### config.mk
export PLATFORM = sky130hd
export DESIGN_NAME = freq_compute
export DESIGN_NICKNAME = d
export VERILOG_FILES = /design/src/rtl/fm_pkg.sv /design/src/rtl/udiv_iter.sv /design/src/rtl/freq_compute.sv
export SDC_FILE = /design/constraint.sdc
export NUM_CORES = 1
export LEC_CHECK = 0
export BUFFER_PORTS_ARGS = -buffer_cell sky130_fd_sc_hd__buf_2
export CAP_MARGIN = 40
export CORE_AREA = 2 2 293 208
export CTS_CLUSTER_DIAMETER = 80
export CTS_CLUSTER_SIZE = 8
export DETAILED_ROUTE_END_ITERATION = 10
export DIE_AREA = 0 0 295 210
export HOLD_SLACK_MARGIN = 0.05
export PLACE_DENSITY = 0.59
export SETUP_SLACK_MARGIN = 0.3
export SLEW_MARGIN = 20
export SYNTH_ARGS = -nofsm -noshare
export SYNTH_HDL_FRONTEND = slang
export SYNTH_SLANG_ARGS = --single-unit
export TNS_END_PERCENT = 1
### constraint.sdc
create_clock -name clk -period 10.6 [get_ports clk]
set_clock_uncertainty 0.2 [all_clocks]
set_input_delay 2.12 -clock clk [delete_from_list [all_inputs] [get_ports clk]]
set_output_delay 2.12 -clock clk [all_outputs]
set_load 0.01 [all_outputs]
### src/rtl/fm_pkg.sv
`default_nettype none
// ============================================================================
// Module : fm_pkg
// Brief  : Shared constants and state encoding for the frequency meter.
// Rev    : 1.0 - initial release
// ============================================================================
package fm_pkg;

  localparam int unsigned F_REF_HZ = 100_000_000;
  localparam int          CNT_W    = 32;
  localparam int          DIV_W    = 64;

  typedef enum logic [1:0] {
    IDLE = 2'd0,
    LOAD = 2'd1,
    DIV  = 2'd2,
    DONE = 2'd3
  } fc_state_t;

endpackage
`default_nettype wire

### src/rtl/udiv_iter.sv
`default_nettype none
// ============================================================================
// Module : udiv_iter
// Brief  : 64/32 restoring divider, one quotient bit per cycle, 64 cycles.
// Rev    : 1.0 - initial release
// ============================================================================
module udiv_iter
  import fm_pkg::*;
(
  input  logic             clk,
  input  logic             rst_n,
  input  logic             start,
  input  logic [DIV_W-1:0] dividend,
  input  logic [CNT_W-1:0] divisor,
  output logic             done,
  output logic [DIV_W-1:0] quotient,
  output logic [CNT_W-1:0] rem
);

  localparam int c_cnt_w = $clog2(DIV_W);

  logic [CNT_W-1:0]   r_rem;
  logic [CNT_W-1:0]   r_div;
  logic [DIV_W-1:0]   r_quo;
  logic [c_cnt_w-1:0] r_cnt;
  logic               r_busy;
  logic               r_done;

  logic [CNT_W-1:0]   w_rem_in;
  logic [CNT_W-1:0]   w_div_in;
  logic [DIV_W-1:0]   w_quo_in;
  logic [CNT_W:0]     w_trial;
  logic [CNT_W:0]     w_diff;
  logic               w_qbit;

  // The start cycle already performs the first iteration on the fresh operands.
  always_comb begin
    w_rem_in = start ? '0       : r_rem;
    w_quo_in = start ? dividend : r_quo;
    w_div_in = start ? divisor  : r_div;
    w_trial  = {w_rem_in, w_quo_in[DIV_W-1]};
    w_diff   = w_trial - {1'b0, w_div_in};
    w_qbit   = ~w_diff[CNT_W];
  end

  always_ff @(posedge clk or negedge rst_n) begin
    if (!rst_n) begin
      r_rem  <= '0;
      r_div  <= '0;
      r_quo  <= '0;
      r_cnt  <= '0;
      r_busy <= 1'b0;
      r_done <= 1'b0;
    end else begin
      r_done <= 1'b0;
      if (start || r_busy) begin
        r_rem <= w_qbit ? w_diff[CNT_W-1:0] : w_trial[CNT_W-1:0];
        r_quo <= {w_quo_in[DIV_W-2:0], w_qbit};
        r_div <= w_div_in;
      end
      if (start) begin
        r_busy <= 1'b1;
        r_cnt  <= c_cnt_w'(DIV_W - 1);
      end else if (r_busy) begin
        r_cnt <= r_cnt - 1'b1;
        if (r_cnt == c_cnt_w'(1)) begin
          r_busy <= 1'b0;
          r_done <= 1'b1;
        end
      end
    end
  end

  assign done     = r_done;
  assign quotient = r_quo;
  assign rem      = r_rem;

endmodule
`default_nettype wire

### src/rtl/freq_compute.sv
`default_nettype none
// ============================================================================
// Module : freq_compute
// Brief  : Computes round(b * F_REF / a) once per new stable counter pair.
// Rev    : 1.0 - initial release
// ============================================================================
module freq_compute
  import fm_pkg::*;
#(
  parameter int unsigned F_REF  = F_REF_HZ,
  parameter int unsigned SETTLE = 4
) (
  input  logic             clk,
  input  logic             rst_n,
  input  logic             safe,
  input  logic [CNT_W-1:0] a,
  input  logic [CNT_W-1:0] b,
  output logic [CNT_W-1:0] freq,
  output logic             freq_valid,
  output logic             busy,
  output logic             div0,
  output logic             ovf
);

  localparam int                 c_stab_w = $clog2(SETTLE + 1);
  localparam logic [c_stab_w-1:0] c_settle = c_stab_w'(SETTLE);
  localparam logic [DIV_W-1:0]   c_f_ref  = DIV_W'(F_REF);

  logic                r_safe_meta;
  logic                r_safe_s;
  logic [c_stab_w-1:0] r_stab;
  fc_state_t           r_state;
  fc_state_t           w_next;
  logic [CNT_W-1:0]    r_a_cap;
  logic [CNT_W-1:0]    r_b_cap;
  logic [CNT_W-1:0]    r_freq;
  logic                r_freq_valid;
  logic                r_div0;
  logic                r_ovf;

  logic                w_stable;
  logic                w_trigger;
  logic                w_start;
  logic [DIV_W-1:0]    w_dividend;
  logic                w_div_done;
  logic [DIV_W-1:0]    w_quotient;
  logic [CNT_W-1:0]    w_unused_rem;

  assign w_stable   = (r_stab == c_settle);
  assign w_trigger  = (r_state == IDLE) && w_stable && ({a, b} != {r_a_cap, r_b_cap});
  assign w_start    = (r_state == LOAD) && (r_a_cap != '0);
  // Adding a/2 before the floor division rounds half up.
  assign w_dividend = ({{(DIV_W-CNT_W){1'b0}}, r_b_cap} * c_f_ref) + DIV_W'(r_a_cap >> 1);

  always_ff @(posedge clk or negedge rst_n) begin
    if (!rst_n) begin
      r_safe_meta <= 1'b0;
      r_safe_s    <= 1'b0;
      r_stab      <= '0;
    end else begin
      r_safe_meta <= safe;
      r_safe_s    <= r_safe_meta;
      if (!r_safe_s)
        r_stab <= '0;
      else if (!w_stable)
        r_stab <= r_stab + 1'b1;
    end
  end

  always_ff @(posedge clk or negedge rst_n) begin
    if (!rst_n) begin
      r_state <= IDLE;
      r_a_cap <= '0;
      r_b_cap <= '0;
    end else begin
      r_state <= w_next;
      // Pair is latched on entry to LOAD so the dividend is ready in that cycle.
      if (w_trigger) begin
        r_a_cap <= a;
        r_b_cap <= b;
      end
    end
  end

  always_comb begin
    w_next = r_state;
    case (r_state)
      IDLE:    if (w_trigger) w_next = LOAD;
      LOAD:    w_next = (r_a_cap == '0) ? DONE : DIV;
      DIV:     if (w_div_done) w_next = DONE;
      DONE:    w_next = IDLE;
      default: w_next = IDLE;
    endcase
  end

  always_ff @(posedge clk or negedge rst_n) begin
    if (!rst_n) begin
      r_freq       <= '0;
      r_freq_valid <= 1'b0;
      r_div0       <= 1'b0;
      r_ovf        <= 1'b0;
    end else begin
      r_freq_valid <= 1'b0;
      if ((r_state == LOAD) && (r_a_cap == '0)) begin
        r_freq       <= '0;
        r_div0       <= 1'b1;
        r_ovf        <= 1'b0;
        r_freq_valid <= 1'b1;
      end else if ((r_state == DIV) && w_div_done) begin
        r_div0       <= 1'b0;
        r_freq_valid <= 1'b1;
        if (w_quotient[DIV_W-1:CNT_W] != '0) begin
          r_freq <= '1;
          r_ovf  <= 1'b1;
        end else begin
          r_freq <= w_quotient[CNT_W-1:0];
          r_ovf  <= 1'b0;
        end
      end
    end
  end

  udiv_iter u_div (
    .clk      (clk),
    .rst_n    (rst_n),
    .start    (w_start),
    .dividend (w_dividend),
    .divisor  (r_a_cap),
    .done     (w_div_done),
    .quotient (w_quotient),
    .rem      (w_unused_rem)
  );

  assign freq       = r_freq;
  assign freq_valid = r_freq_valid;
  assign busy       = (r_state != IDLE);
  assign div0       = r_div0;
  assign ovf        = r_ovf;

endmodule
`default_nettype wire
Yosys cells after proc, flatten, opt, wreduce, memory -nomap -nowiden
Index checks and enable logic that the tools add are counted.
Word-level totals
  bits in registers: 242
  latch bits: 0
  bits in writable memories: 0
  ROM bits: 0
  input bits: 67
  output and inout bits: 36
  memories: 0
Operators by class
  add/sub/neg operators: 4
  $mul: 1
  divide/modulo/power cells: 0
  $lt $le $gt $ge: 0
  eq/ne operators: 9
  shifts and indexed selects: 0
  mux-type cells: 28
  bitwise gates (word level): 1
  reductions and logical operators: 14
Operators by type and width (count)
  two-way mux 32 bit: 6
  two-way mux 64 bit: 1
  inequality test 64 bit: 1
  nonzero test 32 bit: 2
  adder 59 x 31 -> 60 bit: 1
  multiplier 32 x 19 -> 51 bit (second input constant): 1
  subtractor 33 x 32 -> 33 bit: 1
  zero test 32 bit: 1
  two-way mux 1 bit: 14
  two-way mux 6 bit: 2
  one-hot mux 2 bit (4 select lines): 1
  equality test 6 x 1 -> 1 bit (second input constant): 1
  two-way mux 3 bit: 2
  nonzero test 2 bit: 3
  subtractor 6 x 1 -> 6 bit (second input constant): 1
  logical AND 1 bit: 5
  equality test 2 bit (second input constant): 2
  two-way mux 2 bit: 2
  inequality test 2 bit (second input constant): 2
  adder 3 x 1 -> 3 bit (second input constant): 1
  equality test 3 bit (second input constant): 1
  equality test 2 x 1 -> 1 bit (second input constant): 1
  zero test 2 bit: 1
  inequality test 2 x 1 -> 1 bit (second input constant): 1
  3 further kinds: 3

Depth between registers and ports, before layout
  word-level depth: 5
  mapped depth: 31
  depth with buffers taken out: 30

Modules after synthesis
A second synthesis with hierarchy kept.
Unflattened totals
  cells, all modules: 2768
  area, all modules: 26786.9 um^2
By module, submodules not included
  freq_compute: instances 1, cells an instance 1895, area an instance 18611.6 um^2, sequential area each 2652.5 um^2
  udiv_iter: instances 1, cells an instance 873, area an instance 8175.3 um^2, sequential area each 3403.3 um^2

Worst setup path after synthesis
Ideal clock, no wire load.
  path type: register -> register
  start point: reg r_b_cap[4]
  end point: reg u_div.r_quo[58] (netlist: u_div.quotient[58])
  setup time: 0.134 ns
  arrival: 7.178 ns
  data required time: 10.266 ns
  path slack: 3.088 ns
  stages on the path, launching flop included: 27
  buffers on the path: 1
  cell sequence: dfrtp_1 inv_1 fa_1 fa_1 inv_1 fa_1 fa_1 fa_1 inv_1 fa_1 inv_1 ha_1 buf_2 nand4_1 nor2_1 nor2_1 xnor2_1 ha_1 nand4_1 or2_2 o221ai_1 nand4_1 nor4_4 nand4_4 nor4_4 and3_1 o31ai_2
On the way
  word-level cells in the longest chain between the ends: 3
RTL lines
  from (decl): line freq_compute.sv:35  | logic [CNT_W-1:0] r_b_cap;
  from (signal assigned): line freq_compute.sv:74  | r_b_cap <= '0;
  from (signal assigned): line freq_compute.sv:80  | r_b_cap <= b;
  multiplier 32 x 19 -> 51 bit: line freq_compute.sv:53  | assign w_dividend = ({{(DIV_W-CNT_W){1'b0}}, r_b_cap} * c_f_ref) + DIV_W'(r_a_cap >> 1);
  adder 59 x 31 -> 60 bit: line freq_compute.sv:53
  two-way mux 64 bit: line udiv_iter.sv:39  | w_quo_in = start ? dividend : r_quo;
  to (signal assigned): line udiv_iter.sv:58  | r_quo <= {w_quo_in[DIV_W-2:0], w_qbit};
  to (decl): line udiv_iter.sv:24  | logic [DIV_W-1:0] r_quo;
Every way passes these cells.
A chain may end at the register's enable or synchronous reset.

Worst setup path in the final report
  start point: reg r_b_cap[4]
  end point: reg u_div.r_quo[57] (netlist: u_div.quotient[57])
The elaborated chain is that of the path after synthesis.

==> impl_metrics.yaml <==
outcome:
  outcome: "finished, final reports clean"
critical_path:
  crit_fanout: 10
  critPathBufInv: 4
  required_ns: 10.88
  r2r_slack_ns: 2.01
  r2r_start: "r_b_cap[4]"
  cp.arrival_ns: 8.87
  reg2reg_depth: 28
  cpMostUsedCell: "fa_1"
  worst-setup-path-type: "reg2reg"
  path_delay_family: "adder cells"
  rr_endpoint: "u_div.quotient[57]"
  worst_path_largest_cell_delay_ns: 0.60
  cpMaxStageDelayCell: "dfrtp_1"
  critPathLaunchType: "flip-flop"
  critPathCaptureType: "flip-flop"
detailed_routing:
  drtIter0Drc: 1715
  totalWireLength_um: 77000
  wl_per_cell_um: 21.2
  vias: 20022
  via_per_inst: 5.50
  drt_drc_violations_left: 0
  first_pass_iters: 6
  antenna_left: 0
synthesis:
  synth.avg_cell_area_sq_um: 9.56
  syn_inst: 2754
  async_flop_share_pct: 100
  synth_top_area_share_pct: 23.0
  synth_nets: 3379
  syn-cell-area_sq_um: 26300
  yosysTopAreaCell: "dfrtp_1"
  ys.flop_type: "dfrtp_1"
  ys_types: 79
  synth-edff-count: 0
  synth_area_leaders: "dfrtp_1 23%, fa_1 21%, ha_1 14%, inv_1 6.1%, nand2_1 4.0%"
  ys_warn_count: 0
  ys_seq_elements: 242
  ys_seq_area_share_pct: 23.0
clock_network:
  cts_setup_buffers: 0
  clock-sinks: 242
  path_clk_slew_ns: 0.05
  cts_tree: "done"
  clk_latency_ns: 0.57
  root_buffer: "clkbuf_16"
  cts_buffer_depth: 3
  cts.hold.buffers_added: 0
  htreeDepth: 2
  numCtsBuffers: 38
  cts_resized: 0
timing:
  fmax_ghz: 0.116
  slew_headroom_pct: 38.1
  hold_viol_final: 0
  finalSetupTns_ns: 0
  period_share_pct: 81.0
  hold_ws_ns: 0.155
  worst_pin_slew_ns: 0.928
  fin_crit_ns: 8.59
  slew_viol_final: 0
  final-setup-viol-count: 0
  rsz0062_at_grt: "no"
place:
  place_hpwl_um: 62500
  gp_congestion: 0.961
  postPlaceCellArea_sq_um: 27700
  dp.cells: 3588
  io_buffers: 102
floorplan:
  rows: 75
  die_height_um: 210
  core_sq_um: 59200
  start_util_pct: 44.4
  dieArea_sq_um: 62000
  die_w_um: 295
  io_pins: 103
finish:
  drive_above_1_share_pct: 9.40
  multiInputGateArea_sq_um: 18300
  nets: 3446
  syn_to_final_growth_pct: 9.47
  seqCellArea_sq_um: 6060
  nFillCells: 5608
  final_cells: 3638
  fin_area_sq_um: 28800
global_routing:
  grt_first_pass_wirelength_um: 122000
  grt_pass1_vias: 20668
  antenna_found_initial: 1
  grt_max_degree: 159
  overflow: 0
  grt_usage_pct: 25.9
min_path:
  hp-class: "reg2reg"
  min_path_cells: 0
  hold_path_startpoint: "r_safe_meta"
  whs_endpoint: "r_safe_s"
run:
  cap_violations: 0
-- metrics by stage --
step                setup slack [ns]  util, %
floorplan                       3.09        -
global placement                2.21     46.6
detailed placement              2.07     46.8
CTS                             2.01     48.6
global route                    1.43     48.6
finish                          2.01     48.6
-- cells in the mapped netlist, drive strengths merged, types with 3 or more instances --
cell type and count:
o21ai 146, a211oi 27, and2 38, inv 427, a21oi 120, clkbuf 75
o311ai 9, nand2b 15, o2111ai 3, o41ai 5, mux2i 65, nand2 280
mux2 36, and4 5, nor4b 3, nand3 36, nor2b 30, nor3 21
a31oi 14, xnor2 66, nor2 76, and3 9, a21o 58, a41oi 3
buf 17, ha 286, fa 272, o211ai 23, nand4 44, o21a 16
o21bai 16, nor4 41, o31ai 14, o221a 35, or4 7, or2 5
a22oi 4, a221oi 4, dfrtp 242, or3 10, xor2 122
-- final cells by class --
class | instances | share of cell area (%)
flip-flops and latches | 242 | 21.0
diodes | 1 | 0.00869
well taps | 808 | 3.51
clock buffers | 40 | 3.33
clock inverters | 8 | 0.413
multi-input cells | 1993 | 63.6
repair buffers | 119 | 2.53
inverters | 427 | 5.56
-- layout by cell type (no fill, tap or decap), types with 5 or more instances in the layout --
cell type	instances
fa_1	272
inv_1	427
o21ai_1	16
xor2_1	120
o31ai_1	12
and2_1	38
a21o_1	58
ha_1	286
xnor2_1	66
nor2b_1	29
buf_4	12
o211ai_1	23
and3_1	9
a31oi_1	14
o21ai_0	129
and4_1	5
a211oi_1	26
o21bai_1	16
mux2_2	36
nand2b_1	15
dfrtp_1	241
o221a_2	34
nor2_1	75
nor4_1	37
nand4_1	42
buf_2	101
nand3_1	36
o21a_1	15
or4_1	7
a21oi_1	119
o311ai_1	6
mux2i_1	65
or3_1	10
nor3_1	20
nand2_1	280
clkbuf_16	38
-- worst max-delay path by stage --
stage          startpoint  cells past startpoint                  to
2_1_floorplan  r_b_cap[4]                     26  u_div.quotient[58]
3_5_place_dp   r_b_cap[4]                     28  u_div.quotient[55]
5_1_grt        r_b_cap[4]                     28  u_div.quotient[55]
4_1_cts        r_b_cap[4]                     28  u_div.quotient[55]
6_report       r_b_cap[4]                     28  u_div.quotient[57]
3_3_place_gp   r_b_cap[4]                     26  u_div.quotient[54]
-- metal layers --
layer / part of all wire, % / track usage (%) / vias to the layer above
met5: 0 / 0 / -
met4: 2.1 / 5.95 / 0
met3: 7.8 / 6.21 / 68
met2: 41 / 37.1 / 515
met1: 49 / 39.4 / 9990
li1: - / - / 9449
-- registers in the layout, indices dropped and copies added (netlist names), 2 cells and up --
| signal | count |
|---|---|
| freq | 32 |
| r_a_cap | 32 |
| r_b_cap | 32 |
| r_stab | 3 |
| r_state | 2 |
| u_div.quotient | 64 |
| u_div.r_cnt | 6 |
| u_div.r_div | 32 |
| u_div.rem | 32 |
-- cell families (layout without fill, tap and decap cells) --
family | after synthesis | count (layout) | share of synthesized area [%]
and+or+nand+nor | 627 | 627 | 11.7
xor gates and xnor gates | 188 | 188 | 6.31
AOI/OAI and AO/OA | 519 | 519 | 13.2
DFF | 242 | 242 | 23.0
buffers and inverters | 519 | 594 | 7.47
other | 0 | 1 | 0
adders and majority gates | 558 | 558 | 34.3
muxes | 101 | 101 | 4.01
Power is left out: the tool's default activity adds up to more than one toggle a clock period on the data nets, which glitch-free logic cannot reach.
